[src/rtl/data_sram_resp_pkg.sv]
// Shared types for the data-side SRAM responder: FSM states, access sizes,
// queued request layout and the byte-lane enable decode.
package data_sram_resp_pkg;

    typedef enum logic [1:0] {
        S_IDLE,
        S_WAIT,
        S_ACC,
        S_RESP
    } state_e;

    localparam logic [1:0] SIZE_B = 2'd0;
    localparam logic [1:0] SIZE_H = 2'd1;
    localparam logic [1:0] SIZE_W = 2'd2;

    typedef struct packed {
        logic        wr;
        logic [1:0]  size;
        logic [31:0] addr;
        logic [31:0] wdata;
    } req_t;

    // Size 3 is not a legal access width; it decodes to no lanes.
    function automatic logic [3:0] byte_en(input logic [1:0] size, input logic [1:0] addr_lo);
        logic [3:0] be;
        case (size)
            SIZE_B:  be = 4'b0001 << addr_lo;
            SIZE_H:  be = addr_lo[1] ? 4'b1100 : 4'b0011;
            SIZE_W:  be = 4'b1111;
            default: be = 4'b0000;
        endcase
        return be;
    endfunction

endpackage

[src/rtl/data_sram_resp_req_fifo.sv]
// Two-entry in-order request queue with full/empty flags.
module req_fifo
    import data_sram_resp_pkg::*;
(
    input  logic clk,
    input  logic reset,
    input  logic push,
    input  req_t push_data,
    input  logic pop,
    output req_t head,
    output logic full,
    output logic empty
);

    req_t       mem_q [2];
    req_t       mem_d [2];
    logic       wr_ptr_q, wr_ptr_d;
    logic       rd_ptr_q, rd_ptr_d;
    logic [1:0] count_q, count_d;
    logic       push_ok, pop_ok;

    assign full  = (count_q == 2'd2);
    assign empty = (count_q == 2'd0);
    assign head  = mem_q[rd_ptr_q];

    // A push while full is ignored even if a pop frees a slot this cycle.
    assign push_ok = push & ~full;
    assign pop_ok  = pop & ~empty;

    always_comb begin
        mem_d    = mem_q;
        wr_ptr_d = wr_ptr_q;
        rd_ptr_d = rd_ptr_q;
        if (push_ok) begin
            mem_d[wr_ptr_q] = push_data;
            wr_ptr_d        = ~wr_ptr_q;
        end
        if (pop_ok) begin
            rd_ptr_d = ~rd_ptr_q;
        end
        count_d = count_q + {1'b0, push_ok} - {1'b0, pop_ok};
    end

    always_ff @(posedge clk) begin
        if (reset) begin
            wr_ptr_q <= 1'b0;
            rd_ptr_q <= 1'b0;
            count_q  <= 2'd0;
        end else begin
            wr_ptr_q <= wr_ptr_d;
            rd_ptr_q <= rd_ptr_d;
            count_q  <= count_d;
        end
    end

    always_ff @(posedge clk) begin
        mem_q <= mem_d;
    end

endmodule

[src/rtl/data_sram_resp.sv]
// Data-port SRAM responder: queues up to two requests, optionally waits LAT
// cycles, performs one SRAM access and returns a one-cycle completion pulse.
//
// state  | meaning
// IDLE   | waiting for a queued request
// WAIT   | counting down extra latency (cnt down to 0)
// ACC    | SRAM strobe for the queue head
// RESP   | completion pulse, read data returned, head popped
module data_sram_resp
    import data_sram_resp_pkg::*;
#(
    parameter int ADDR_W = 16,
    parameter int LAT    = 0
) (
    input  logic              clk,
    input  logic              reset,
    input  logic              data_req,
    input  logic              data_wr,
    input  logic [1:0]        data_size,
    input  logic [31:0]       data_addr,
    input  logic [31:0]       data_wdata,
    output logic              data_addr_ok,
    output logic [31:0]       data_rdata,
    output logic              data_data_ok,
    output logic              ram_en,
    output logic [3:0]        ram_wen,
    output logic [ADDR_W-1:0] ram_addr,
    output logic [31:0]       ram_wdata,
    input  logic [31:0]       ram_rdata
);

    localparam logic [3:0] CNT_INIT = (LAT > 0) ? 4'(LAT - 1) : 4'd0;

    state_e     state_q, state_d;
    logic [3:0] cnt_q, cnt_d;
    logic       push, pop, full, empty;
    req_t       push_data, head;
    logic       unused_addr_bits;

    assign data_addr_ok     = ~reset & ~full;
    assign push             = data_req & data_addr_ok;
    assign push_data        = '{data_wr, data_size, data_addr, data_wdata};
    assign unused_addr_bits = ^{head.addr[31:ADDR_W+2]};

    req_fifo u_req_fifo (
        .clk       (clk),
        .reset     (reset),
        .push      (push),
        .push_data (push_data),
        .pop       (pop),
        .head      (head),
        .full      (full),
        .empty     (empty)
    );

    always_comb begin
        state_d      = state_q;
        cnt_d        = cnt_q;
        pop          = 1'b0;
        ram_en       = 1'b0;
        ram_wen      = 4'b0000;
        ram_addr     = head.addr[ADDR_W+1:2];
        ram_wdata    = head.wdata;
        data_data_ok = 1'b0;
        data_rdata   = 32'h0;
        case (state_q)
            S_IDLE: begin
                if (!empty) begin
                    if (LAT > 0) begin
                        state_d = S_WAIT;
                        cnt_d   = CNT_INIT;
                    end else begin
                        state_d = S_ACC;
                    end
                end
            end
            S_WAIT: begin
                if (cnt_q == 4'd0) state_d = S_ACC;
                else               cnt_d   = cnt_q - 4'd1;
            end
            S_ACC: begin
                ram_en  = 1'b1;
                ram_wen = head.wr ? byte_en(head.size, head.addr[1:0]) : 4'b0000;
                state_d = S_RESP;
            end
            S_RESP: begin
                data_data_ok = 1'b1;
                data_rdata   = head.wr ? 32'h0 : ram_rdata;
                pop          = 1'b1;
                state_d      = S_IDLE;
            end
            default: state_d = S_IDLE;
        endcase
        // Outputs stay quiet for the whole reset cycle, even before the state register clears.
        if (reset) begin
            pop          = 1'b0;
            ram_en       = 1'b0;
            ram_wen      = 4'b0000;
            data_data_ok = 1'b0;
            data_rdata   = 32'h0;
        end
    end

    always_ff @(posedge clk) begin
        if (reset) begin
            state_q <= S_IDLE;
            cnt_q   <= 4'd0;
        end else begin
            state_q <= state_d;
            cnt_q   <= cnt_d;
        end
    end

endmodule

[config.mk]
export PLATFORM = sky130hd
export DESIGN_NAME = data_sram_resp
export DESIGN_NICKNAME = d
export VERILOG_FILES = /design/src/rtl/data_sram_resp_pkg.sv /design/src/rtl/data_sram_resp_req_fifo.sv /design/src/rtl/data_sram_resp.sv
export SDC_FILE = /design/constraint.sdc
export NUM_CORES = 1
export LEC_CHECK = 0
export ABC_AREA = 1
export BUFFER_PORTS_ARGS = -buffer_cell sky130_fd_sc_hd__buf_2
export CORE_ASPECT_RATIO = 0.7
export CORE_MARGIN = 1.5
export CORE_UTILIZATION = 49
export DETAILED_ROUTE_END_ITERATION = 7
export PLACE_DENSITY_LB_ADDON = 0.08
export SLEW_MARGIN = 20
export SYNTH_ARGS = -nofsm -noshare
export SYNTH_HDL_FRONTEND = slang
export SYNTH_SLANG_ARGS = --single-unit
[constraint.sdc]
create_clock -name clk -period 4.1 [get_ports clk]
set_input_delay 0.615 -clock clk [delete_from_list [all_inputs] [get_ports clk]]
set_output_delay 0.615 -clock clk [all_outputs]
set_load 0.1 [all_outputs]
After elaboration in Yosys (flattened, before gate mapping)

Index checks and enable logic that the tools add are counted.

Magnitude comparators: 3
Equal/unequal tests: 8
Muxes and demuxes: 21
Bitwise logic cells: 12
Shift-type cells: 1
Add/subtract/negate cells: 3
Reduce and logical (&&, ||, !) cells: 7

Operator list:

| kind                | count |
|---|---|
| $mux 67             | 4 |
| $bwmux 134          | 1 |
| $mux 32             | 3 |
| $demux 67 s1        | 1 |
| $mux 4              | 4 |
| $pmux 4 s3          | 1 |
| $eq 2x2->1 const B  | 4 |
| $pmux 2 s4          | 1 |
| $logic_not 2->1     | 3 |
| $not 1->1           | 6 |
| $and 1x1->1         | 4 |
| $eq 2x1->1 const B  | 2 |
| $ge 2x2->1 const B  | 2 |
| $logic_not 4->1     | 1 |
| $mux 1              | 4 |
| $mux 2              | 2 |
| $ne 2x2->1 const B  | 2 |
| $not 1->2           | 2 |
| $reduce_and 2->1    | 2 |
| $shl 1x2->4 const A | 1 |
| $sub 4x1->4 const B | 1 |
| $add 2x1->2         | 1 |
| $lt 2x1->1 const B  | 1 |
| $sub 2x1->2         | 1 |
| $logic_and 1x1->1   | 1 |

Input port bits: 102
Bits in registers: 144
Output and inout port bits: 87

Longest topological paths before layout

Depth after elaboration: 9
Mapped depth: 9

Modules after synthesis

From an unflattened synthesis, not the netlist that was laid out.

Cells, all modules: 384
Area, all modules: 5849.4 µm²

By module, submodules not included:

| module         | cells an instance | instances | area each (µm²) |
|---|---|---|---|
| req_fifo       | 246               | 1         | 5094.9 |
| data_sram_resp | 138               | 1         | 754.5 |

Worst setup path before layout

Ideal clock, no wire load.

Kind: input-to-output
Start: input reset
End: output ram_wen[0]
Stages: 3
Required time: 3.485 ns
Arrival time: 3.479 ns
Path buffers: 0
Path slack: 0.006 ns
Cell sequence: nor2_1 nand3_2 nor2_1

Cells in the longest elaborated chain, start to end: 1

RTL lines:

| element         | line                 | text |
|---|---|---|
| start, declared | data_sram_resp.sv:16 | `input logic reset,` |
| $mux 4          | data_sram_resp.sv:95 | `if (reset) begin` |
| end, declared   | data_sram_resp.sv:26 | `output logic [3:0] ram_wen,` |

Every way passes these cells.

Final worst setup path

Start: register u_req_fifo.rd_ptr_q
End: output ram_wen[2]

Cells in the longest elaborated chain, start to end: 9

RTL lines:

| element                                       | line                          | text |
|---|---|---|
| start, declared                               | data_sram_resp_req_fifo.sv:18 | `logic rd_ptr_q, rd_ptr_d;` |
| start signal, assigned                        | data_sram_resp_req_fifo.sv:51 | `rd_ptr_q <= rd_ptr_d;` |
| $not 1->2 (implied by the code) *             | data_sram_resp_req_fifo.sv:24 | `assign head = mem_q[rd_ptr_q];` |
| $mux 67 (implied by the code) * (3 in series) | data_sram_resp_req_fifo.sv:24 |  |
| $eq 2x2->1 (tied with other cells)            | data_sram_resp_pkg.sv:26      | `case (size)` |
| $pmux 4 s3                                    | data_sram_resp_pkg.sv:26      |  |
| $mux 4 *                                      | data_sram_resp.sv:83          | `ram_wen = head.wr ? byte_en(head.size, head.addr[1:0]) : 4'b0000;` |
| $mux 4 *                                      | data_sram_resp.sv:66          | `case (state_q)` |
| $mux 4 *                                      | data_sram_resp.sv:95          |  |

Mark *: on every way between the ends. The rest lies on a longest branch, timed or not. The select of a mux whose other input is x is not followed.

==> impl_metrics.env <==
export IMPL_core_area_mm2=0.009647
export IMPL_wl_mm=9.855
export IMPL_hold_viol=0
export IMPL_cts_sinks=116
export IMPL_mostFrequentLayoutCell="nand2_1"
export IMPL_worstMarginPinSlew_ns=0.6961
export IMPL_final_cell_mix="nand2_1 (187), buf_2 (174), edfxtp_1 (106), inv_1 (51), nor2_1 (46)"
export IMPL_place_port_buffers=174
export IMPL_die_area_mm2=0.01050
export IMPL_grt_pass1_vias=3338
export IMPL_cp_common_cell="nand2_1"
export IMPL_via_per_inst=4.655
export IMPL_netlist_area_leader_share_pct=65.74
export IMPL_clock_latency_ns=0.40
export IMPL_dpl_cell_area_mm2=0.005831
export IMPL_cts_max_level=4
export IMPL_grt_overflow=0
export IMPL_final_area_mm2=0.006406
export IMPL_leakagePower_nw=3.063
export IMPL_postCtsHoldBufs=0
export IMPL_crit_required_ns=3.48
export IMPL_synth_fp_nets=561
export IMPL_powerDensity_mw_per_mm2=488.8
export IMPL_min_period_over_period_pct=74.87
export IMPL_drt_iter0_markers=195
export IMPL_nets=743
export IMPL_grt_pass1_wl_mm=15.12
export IMPL_drc_errors=0
export IMPL_cp_max_fo=58
export IMPL_antenna_found_initial=1
export IMPL_dpl_hpwl_mm=6.453
export IMPL_clk_pin_slew_worst_paths_ns=0.05
export IMPL_max_freq_mhz=325.8
export IMPL_synthCells=456
export IMPL_max_vdd_ir_drop_uv=390.2
export IMPL_cts_resized=0
export IMPL_wl_per_cell_um=12.65
export IMPL_die_h_um=86.17
export IMPL_synth_area_leaders="edfxtp_1 (66%), nand2_1 (14%), dfxtp_1 (4.1%)"
export IMPL_place_inst=747
export IMPL_use_met3_pct=7.829
export IMPL_cp_slowest_cell="buf_4"
export IMPL_die_x_um=121.8
export IMPL_rsz0062_at_grt="no"
export IMPL_fin_cells=779
export IMPL_cts_made_buffers=17
export IMPL_ant_nets=0
export IMPL_area_growth_pct=32.30
export IMPL_vias=3626
export IMPL_num_rows=30
export IMPL_synth_seq_cells=116
export IMPL_multi_input_area_mm2=0.001161
export IMPL_ys_seq_area_share_pct=69.87
export IMPL_cap_violations=0
export IMPL_fin_tns_setup_ns=0
export IMPL_slowest_delay_ns=0.51
export IMPL_drtPass1Iterations=5
export IMPL_slew_violations=0
export IMPL_crit_family="buffers and inverters"
export IMPL_track_usage_pct=19.54
export IMPL_cts_tree="done"
export IMPL_fin_crit_ns=3.070
export IMPL_status="finished, final reports clean"
export IMPL_synth_area_mm2=0.004842
export IMPL_seqCellArea_mm2=0.003385
export IMPL_crit_chain="buf_4 -> nand2_1 -> nand2_1 -> inv_1 -> nand2_1 -> nand3_2 -> nor2_1 -> buf_2"
export IMPL_grt_max_degree=59
export IMPL_setup_worst_path_start_class="register"
export IMPL_slew_headroom_pct=53.49
export IMPL_gp_congestion=0.7474
export IMPL_postCtsSetupBuffers=0
export IMPL_worstSetupPathType="reg -> out"
export IMPL_finalSetupViolCount=0
export IMPL_synth_avg_cell_area_um2=10.62
export IMPL_top_usage_layer="met2"
export IMPL_ios=189
export IMPL_yosysWarnings=0
export IMPL_synthDistinctLibCells=22
export IMPL_root_buffer="clkbuf_16"
export IMPL_drive_gt1_share_pct=34.92
export IMPL_end_kind="primary output"
export IMPL_gr_usage_met2_pct=33.55
export IMPL_critPathBufInv=3
export IMPL_start_util_pct=50.19
export IMPL_met1_usage_pct=20.79
export IMPL_hold_path_class="in -> reg"
export IMPL_hold_worst_slack_ns=0.4003
export IMPL_worstPathArrival_ns=2.45
export IMPL_skew_ns=0.009406
export IMPL_clockBufferDepth=2
export IMPL_fill_cells=746
export IMPL_yosysTopAreaCell="edfxtp_1"
[path summary, 6_finish.rpt]
check                        startpoint              endpoint  slack [ns]  cells past startpoint
setup / recovery    u_req_fifo.rd_ptr_q            ram_wen[2]        1.03                      8
hold / removal           data_wdata[27]  u_req_fifo.mem_q[27]        0.40                      1
setup reg to reg  u_req_fifo.count_q[0]  u_req_fifo.mem_q[72]        2.23                      5
hold reg to reg                cnt_q[1]              cnt_q[1]        0.48                      2
[synth_stat cells]
cell type,number
nand2_4,1
dfxtp_1,10
nor4_1,1
buf_6,5
edfxtp_1,106
nor2_4,1
inv_2,2
nand2_1,187
nand2_2,1
ha_1,3
nor2_2,10
buf_4,3
buf_2,7
a21oi_1,6
o21ai_0,3
inv_1,51
nand3_4,1
nand3_1,6
nand3_2,2
o21a_1,1
xnor2_1,1
nor2_1,48
[state kept, by name, indices dropped and copies added, names as in the netlist]
name,cells
u_req_fifo.mem_q,106
cnt_q,4
state_q,2
u_req_fifo.count_q,2
u_req_fifo.rd_ptr_q,1
u_req_fifo.wr_ptr_q,1
[per-stage QoR]
step	setup WS (ns)	utilization, %	total power [mW]
6_report	1.030	66.41	3.131
5_1_grt	0.8497	66.41	3.240
4_1_cts	0.9821	66.38	3.163
3_5_place_dp	1.436	60.44	1.746
3_3_place_gp	1.561	60.44	1.739
2_1_floorplan	0.006347	-	1.650
[cells by family (layout without fill, tap and decap cells)]
group | count (synthesis) | in the layout | synth area share [%]
AOI/OAI and AO/OA | 10 | 10 | 1.085
xor gates and xnor gates | 1 | 1 | 0.1809
adders and majority gates | 3 | 3 | 0.7753
buffers and inverters | 68 | 262 | 6.460
DFF | 116 | 116 | 69.87
other | 0 | 1 | 0
and+or+nand+nor | 258 | 258 | 21.63
[layer usage]
layer	vias to the layer above	routed length [um]
li1	1819	-
met2	155	4930
met5	-	0
met3	14	801
met4	0	192
met1	1638	3931
[layout make-up]
class | count | share of cell area, %
Clock buffer | 20 | 6.816
Timing Repair Buffer | 178 | 14.45
Antenna cell | 1 | 0.03906
Inverter | 53 | 3.105
Clock inverter | 11 | 2.129
Tap cell | 128 | 2.500
Multi-Input combinational cell | 272 | 18.12
Sequential cell | 116 | 52.83
[where the power goes]
group / total (mW) / internal [mW] / switching [mW] / leakage [nW]
clock network: 1.41 / 0.943 / 0.466 / 0.283
logic: 0.369 / 0.0738 / 0.295 / 1.73
registers: 1.35 / 1.34 / 0.0128 / 1.05
total: 3.13 / 2.36 / 0.774 / 3.06
Note: power is estimated with default switching activity, not from simulation.
